`config.mk`:
```
export PLATFORM = sky130hd
export DESIGN_NAME = qam_mapper_flat
export DESIGN_NICKNAME = d
export VERILOG_FILES = /design/src/rtl/qam_mapper_if.sv /design/src/rtl/qam_mapper.sv /design/src/flat_wrapper.sv
export SDC_FILE = /design/constraint.sdc
export NUM_CORES = 1
export LEC_CHECK = 0
export CAP_MARGIN = 0
export CORE_MARGIN = 8
export CORE_UTILIZATION = 45
export CTS_BUF_LIST = sky130_fd_sc_hd__clkbuf_16
export DETAILED_ROUTE_END_ITERATION = 10
export GPL_ROUTABILITY_DRIVEN = 0
export HOLD_SLACK_MARGIN = 0.05
export PLACE_DENSITY = 0.79
export SYNTH_ARGS = -nofsm -noshare
export SYNTH_HDL_FRONTEND = slang
export SYNTH_SLANG_ARGS = --single-unit
```
`constraint.sdc`:
```
create_clock -name iClk -period 2.15 [get_ports iClk]
set_input_delay 0.43 -clock iClk [delete_from_list [all_inputs] [get_ports iClk]]
set_output_delay 0.43 -clock iClk [all_outputs]
set_load 0.01 [all_outputs]
```
`src/rtl/qam_mapper_if.sv`:
```
// Bit-stream in / constellation-point out bundle for the QAM mapper.
// The upstream interleaver drives the master side; the mapper is the slave.
interface qam_mapper_if #(
    parameter int OUT_W = 8
);
    logic                    iEN;
    logic                    iRateEN;
    logic [3:0]              iRate;
    logic                    iData;
    logic signed [OUT_W-1:0] oI;
    logic signed [OUT_W-1:0] oQ;
    logic                    oValid;
    logic [5:0]              oSC;
    logic                    oLast;

    modport master (
        output iEN, iRateEN, iRate, iData,
        input  oI, oQ, oValid, oSC, oLast
    );

    modport slave (
        input  iEN, iRateEN, iRate, iData,
        output oI, oQ, oValid, oSC, oLast
    );
endinterface

```
`src/rtl/qam_mapper.sv`:
```
// 802.11a constellation mapper (BPSK / QPSK / 16-QAM).
// Serial interleaved bits are gathered LSB-first into a group of Nbpsc bits;
// the completed group is mapped to a signed I/Q pair one cycle later and
// tagged with its data-subcarrier index 0..47.
module qam_mapper #(
    parameter int OUT_W = 8
) (
    input logic         iClk,
    input logic         iRst,
    qam_mapper_if.slave bus
);

    typedef enum logic [1:0] {
        MOD_BPSK,
        MOD_QPSK,
        MOD_QAM16
    } mod_t;

    logic [3:0]              rate;
    logic [1:0]              bit_cnt;
    logic [3:0]              group;
    logic [5:0]              sc_cnt;

    mod_t                    mod;
    logic [1:0]              last_idx;
    logic [3:0]              full_group;
    logic                    group_done;
    logic                    emit;
    logic signed [7:0]       i_lvl;
    logic signed [7:0]       q_lvl;

    logic signed [OUT_W-1:0] i_reg;
    logic signed [OUT_W-1:0] q_reg;
    logic                    valid_reg;
    logic [5:0]              sc_reg;

    // Gray-coded 16-QAM axis level; 'first' is the earlier-received bit.
    function automatic logic signed [7:0] gray_level(input logic first, input logic second);
        logic signed [7:0] lvl;
        case ({first, second})
            2'b00:   lvl = -8'sd61;
            2'b01:   lvl = -8'sd20;
            2'b11:   lvl =  8'sd20;
            default: lvl =  8'sd61;
        endcase
        return lvl;
    endfunction

    // Decode the RATE register into a modulation and the index of a group's last bit.
    always_comb begin
        mod      = MOD_BPSK;
        last_idx = 2'd0;
        case (rate)
            4'b0101, 4'b0111: begin
                mod      = MOD_QPSK;
                last_idx = 2'd1;
            end
            4'b1001, 4'b1011: begin
                mod      = MOD_QAM16;
                last_idx = 2'd3;
            end
            default: begin
                mod      = MOD_BPSK;
                last_idx = 2'd0;
            end
        endcase
    end

    // Merge the incoming bit into the group so a completing bit can be mapped in the same cycle.
    always_comb begin
        full_group          = group;
        full_group[bit_cnt] = bus.iData;
        group_done          = (bit_cnt == last_idx);
        emit                = !bus.iRateEN && bus.iEN && group_done;
    end

    // Map the completed group to I/Q levels at the fixed 8-bit scale.
    always_comb begin
        i_lvl = 8'sd0;
        q_lvl = 8'sd0;
        case (mod)
            MOD_QPSK: begin
                i_lvl = full_group[0] ? 8'sd45 : -8'sd45;
                q_lvl = full_group[1] ? 8'sd45 : -8'sd45;
            end
            MOD_QAM16: begin
                i_lvl = gray_level(full_group[0], full_group[1]);
                q_lvl = gray_level(full_group[2], full_group[3]);
            end
            default: begin
                i_lvl = full_group[0] ? 8'sd64 : -8'sd64;
                q_lvl = 8'sd0;
            end
        endcase
    end

    // RATE, bit collection and subcarrier counting; a rate load discards any partial group.
    always_ff @(posedge iClk or posedge iRst) begin
        if (iRst) begin
            rate    <= 4'b1101;
            bit_cnt <= 2'd0;
            group   <= 4'd0;
            sc_cnt  <= 6'd0;
        end else if (bus.iRateEN) begin
            rate    <= bus.iRate;
            bit_cnt <= 2'd0;
            group   <= 4'd0;
            sc_cnt  <= 6'd0;
        end else if (bus.iEN) begin
            if (group_done) begin
                bit_cnt <= 2'd0;
                group   <= 4'd0;
                sc_cnt  <= (sc_cnt == 6'd47) ? 6'd0 : sc_cnt + 6'd1;
            end else begin
                bit_cnt <= bit_cnt + 2'd1;
                group   <= full_group;
            end
        end
    end

    // Output register: a one-cycle valid strobe, with I/Q/index held between strobes.
    always_ff @(posedge iClk or posedge iRst) begin
        if (iRst) begin
            i_reg     <= '0;
            q_reg     <= '0;
            sc_reg    <= 6'd0;
            valid_reg <= 1'b0;
        end else begin
            valid_reg <= emit;
            if (emit) begin
                i_reg  <= OUT_W'(i_lvl);
                q_reg  <= OUT_W'(q_lvl);
                sc_reg <= sc_cnt;
            end
        end
    end

    assign bus.oI     = i_reg;
    assign bus.oQ     = q_reg;
    assign bus.oSC    = sc_reg;
    assign bus.oValid = valid_reg;
    assign bus.oLast  = valid_reg && (sc_reg == 6'd47);

endmodule

```
`src/flat_wrapper.sv`:
```
// flat-port wrapper written by rule: the top's interface ports become plain ports
module qam_mapper_flat 
#(
    parameter int OUT_W = 8
)
  (iClk, iRst, bus_iEN, bus_iRateEN, bus_iRate, bus_iData, bus_oI, bus_oQ, bus_oValid, bus_oSC, bus_oLast);
  qam_mapper_if #(.OUT_W(OUT_W)) bus_i ();
  input logic iClk;
  input logic iRst;
  input wire logic [$bits(bus_i.iEN)-1:0] bus_iEN;
  input wire logic [$bits(bus_i.iRateEN)-1:0] bus_iRateEN;
  input wire logic [$bits(bus_i.iRate)-1:0] bus_iRate;
  input wire logic [$bits(bus_i.iData)-1:0] bus_iData;
  output wire logic [$bits(bus_i.oI)-1:0] bus_oI;
  output wire logic [$bits(bus_i.oQ)-1:0] bus_oQ;
  output wire logic [$bits(bus_i.oValid)-1:0] bus_oValid;
  output wire logic [$bits(bus_i.oSC)-1:0] bus_oSC;
  output wire logic [$bits(bus_i.oLast)-1:0] bus_oLast;
  assign bus_i.iEN = bus_iEN;
  assign bus_i.iRateEN = bus_iRateEN;
  assign bus_i.iRate = bus_iRate;
  assign bus_i.iData = bus_iData;
  assign bus_oI = bus_i.oI;
  assign bus_oQ = bus_i.oQ;
  assign bus_oValid = bus_i.oValid;
  assign bus_oSC = bus_i.oSC;
  assign bus_oLast = bus_i.oLast;
  qam_mapper #(.OUT_W(OUT_W)) u_core (.iClk(iClk), .iRst(iRst), .bus(bus_i));
endmodule
```
==> results.py <==
metrics = {
    "layout": {
        "final_layout_size_suffix_gt1_share_pct": 30.9,
        "stdcell_count": 288,
        "area_growth_pct": 43.5,
        "insertedDiodeCount": 0,
        "fin_util_pct": 65.2,
        "fin_area_sq_mm": 0.00278,
        "layout.nets": 260,
    },
    "status": {
        "violations": "setup timing",
        "outcome": "finished with violations",
    },
    "clock_network": {
        "cts.hold.buffers_added": 0,
        "cts_root_buffer": "clkbuf_16",
        "cts_buffer_depth": 2,
        "cts_tree": "yes",
        "cts_sinks": 35,
        "cts.reportedPaths.clkPinSlew_ps": 60,
        "insertion_delay_ps": 290,
        "cts-buffers-inserted": 5,
        "cts_max_level": 2,
    },
    "detailed_routing": {
        "postRouteAntennaNets": 0,
        "vias": 1565,
        "top_layer": "met4",
        "routed-wl-met2_mm": 2.55,
        "drt-total-wl_mm": 4.81,
        "drc": 0,
        "routedLengthMet1_mm": 1.93,
        "wl_met3_um": 201,
        "dr.pass1.iters": 4,
        "vias_per_cell": 5.43,
        "drt_iter0_drc": 94,
        "wire_per_inst_um": 16.7,
    },
    "global_route": {
        "grt_max_degree": 36,
        "overflow": 0,
        "grt_pass1_wl_mm": 7.54,
        "track_usage_pct": 14.8,
        "antenna_found_initial": 0,
        "grt_pass1_vias": 1632,
    },
    "floorplanning": {
        "dieArea_sq_mm": 0.00666,
        "fp.dieH_um": 81.6,
        "initial_core_util_pct": 45.4,
        "rows": 24,
        "num_io_pins": 33,
        "die_w_um": 81.6,
        "coreArea_sq_mm": 0.00426,
    },
    "place": {
        "placed_area_sq_mm": 0.00241,
        "pre_cts_ws_ps": -29.8,
        "dp_hpwl_mm": 2.98,
        "dp.cells": 273,
        "portBuffers": 31,
    },
    "critical_path": {
        "required_ps": 2320,
        "slowest_stage": "dfstp_2",
        "crit_top_cell": "nand2_2",
        "crit_type": "flop to flop",
        "endpoint_kind": "flop",
        "crit_fanout": 5,
        "crit_path_cell_trace": "nand2_2 -> nor2_4 -> inv_2 -> ha_4 -> xor2_2 -> nand2_2 -> nor3_4 -> buf_6 -> clkbuf_16 -> mux2_4",
        "arrival_ps": 2380,
        "slowest_delay_ps": 540,
        "start_kind": "flop",
    },
    "sta": {
        "grt_setup_unrepaired": "yes",
        "hold_viol_final": 0,
        "skew_ps": 10.0,
        "post-route-period-util_pct": 103,
        "tightest_slew_ps": 458,
        "fmax_ghz": 0.453,
        "postLayoutSetupSlackWorst_ps": -56.9,
        "setup_viol": 10,
        "relSlewSlack_pct": 68.6,
        "tns_ps": -442,
        "min_period_ps": 2210,
        "holdWs_ps": 486,
        "drv_slew": 0,
    },
    "run": {
        "cap_violations": 0,
    },
    "yosys": {
        "ys_seq_area_share_pct": 45.4,
        "ys_ff_latch": 35,
        "synth_edf_count": 0,
        "syn_area_sq_mm": 0.00194,
        "synth_top_cell_by_area": "dfrtp_1",
        "synth_warnings": 0,
        "synth_area_leaders": "dfrtp_1 41%, mux2_2 13%, ha_1 10%",
        "netlist_instances": 183,
        "async_flop_share_pct": 100,
        "yosysUniqueCellTypes": 33,
        "synth_most_common_cell": "dfrtp_1",
        "syn_nets": 208,
        "syn_avg_cell_area_sq_um": 10.6,
        "synth_flop_cell": "dfrtp_1",
        "synth_top_area_share_pct": 41.3,
        "synthTopCellsByCount": "32 x dfrtp_1, 23 x mux2_2, 21 x nand2_1",
    },
    "power_and_ir_drop": {
        "pwr-share-seq_pct": 36.4,
        "worst_ir_drop_vdd_mv": 0.458,
        "p_comb_share_pct": 24.7,
        "pwr-share-clk_pct": 38.9,
        "sw_frac_of_total_pct": 26.3,
        "p_total_mw": 2.12,
        "p_per_area_mw_per_mm2": 762,
        "power.internal_mw": 1.56,
        "switchingPower_uw": 557,
        "power.leakage_nw": 1.21,
    },
    "min_path": {
        "hold_path_class": "flop to flop",
    },
}
==> cells in the final DEF (no fill, tap or decap), types with 2 or more instances in the layout <==
cell and count:
dfrtp_1 32, clkdlybuf4s50_1 31, nand2_1 20, buf_4 19
mux2_4 17, ha_1 15, a21oi_1 14, inv_1 11
o21ai_0 8, mux2_2 6, clkbuf_16 6, nor2_1 5
nand3_1 4, o31ai_1 3, o21ai_1 3, dfstp_2 3
nand2_2 2, nand2b_1 2, mux2i_1 2, nand4_1 2
or4_4 2, a21oi_2 2, o31a_1 2, buf_6 2
==> worst max-delay path: cells and delay by family, from the launching register on <==
kind                       cells  cell delay (ps)
and+or+nand+nor                4              570
DFF                            1              540
buffers and inverters          3              370
muxes                          1              290
adders and majority gates      1              160
xor gates and xnor gates       1              160
==> state kept, by name, indices dropped and copies added (netlist names) <==
| signal | cells |
|---|---|
| u_core.group | 4 |
| u_core.bus.oValid | 1 |
| u_core.bus.oI | 7 |
| u_core.rate | 3 |
| u_core.bit_cnt | 2 |
| u_core.bus.oQ | 6 |
| u_core.bus.oSC | 6 |
| u_core.sc_cnt | 6 |
==> routing by layer <==
layer | GRT usage, % | vias to the layer above
met5 | 0 | -
met4 | 6.84 | 0
met3 | 4.38 | 14
met2 | 26.2 | 46
met1 | 15.8 | 763
li1 | - | 742
==> path summary, 6_finish.rpt <==
kind / from / end / slack (ps) / depth (start not counted)
worst max register to register: u_core.rate[0]$_DFFE_PP1P_ / u_core.bus.oSC[2]$_DFFE_PP0P_ / -60 / 10
worst min register to register: u_core.group[2]$_DFFE_PP0P_ / u_core.group[2]$_DFFE_PP0P_ / 490 / 2
max in group asynchronous: iRst / u_core.rate[3]$_DFFE_PP1P_ / 1240 / 3
worst min-delay path: u_core.group[2]$_DFFE_PP0P_ / u_core.group[2]$_DFFE_PP0P_ / 490 / 2
min in group asynchronous: iRst / u_core.bus.oQ[2]$_DFFE_PP0P_ / 560 / 3
worst max-delay path: u_core.rate[0]$_DFFE_PP1P_ / u_core.bus.oSC[2]$_DFFE_PP0P_ / -60 / 10
==> area by class of cell <==
class,count,area [sq um]
fill,335,1480
multi-input combinational,126,1070
sequential,35,880
timing repair buffer,55,548
clock buffer,5,125
tap,52,65.1
inverter,12,45.0
clock inverter,3,43.8
==> kinds of logic after synthesis <==
family / count (synthesis) / share of synthesized area [%]
adder cells (fa/ha/maj): 16 / 10.3
flip-flops: 35 / 45.4
XOR/XNOR: 3 / 1.74
AO/OA/AOI/OAI: 36 / 10.8
buffers and inverters: 22 / 5.36
multiplexers: 25 / 14.4
AND/OR/NAND/NOR: 46 / 12.0
==> power by group through the flow <==
stage / combinational (mW) / sequential, mW / clock (mW)
2_1_floorplan: 0.211 / 0.787 / 0
3_3_place_gp: 0.420 / 0.772 / 0
3_5_place_dp: 0.430 / 0.775 / 0
4_1_cts: 0.473 / 0.765 / 0.835
5_1_grt: 0.565 / 0.776 / 0.856
6_report: 0.523 / 0.770 / 0.825
==> timing repair <==
action	CTS	global route
pin swaps	0	7
hold endpoints to repair	0	0
resized for setup	3	32
gates cloned	1	1
buffers inserted	4	2
setup endpoints to repair	21	30
No activity file was read; power rests on OpenSTA's default activity.
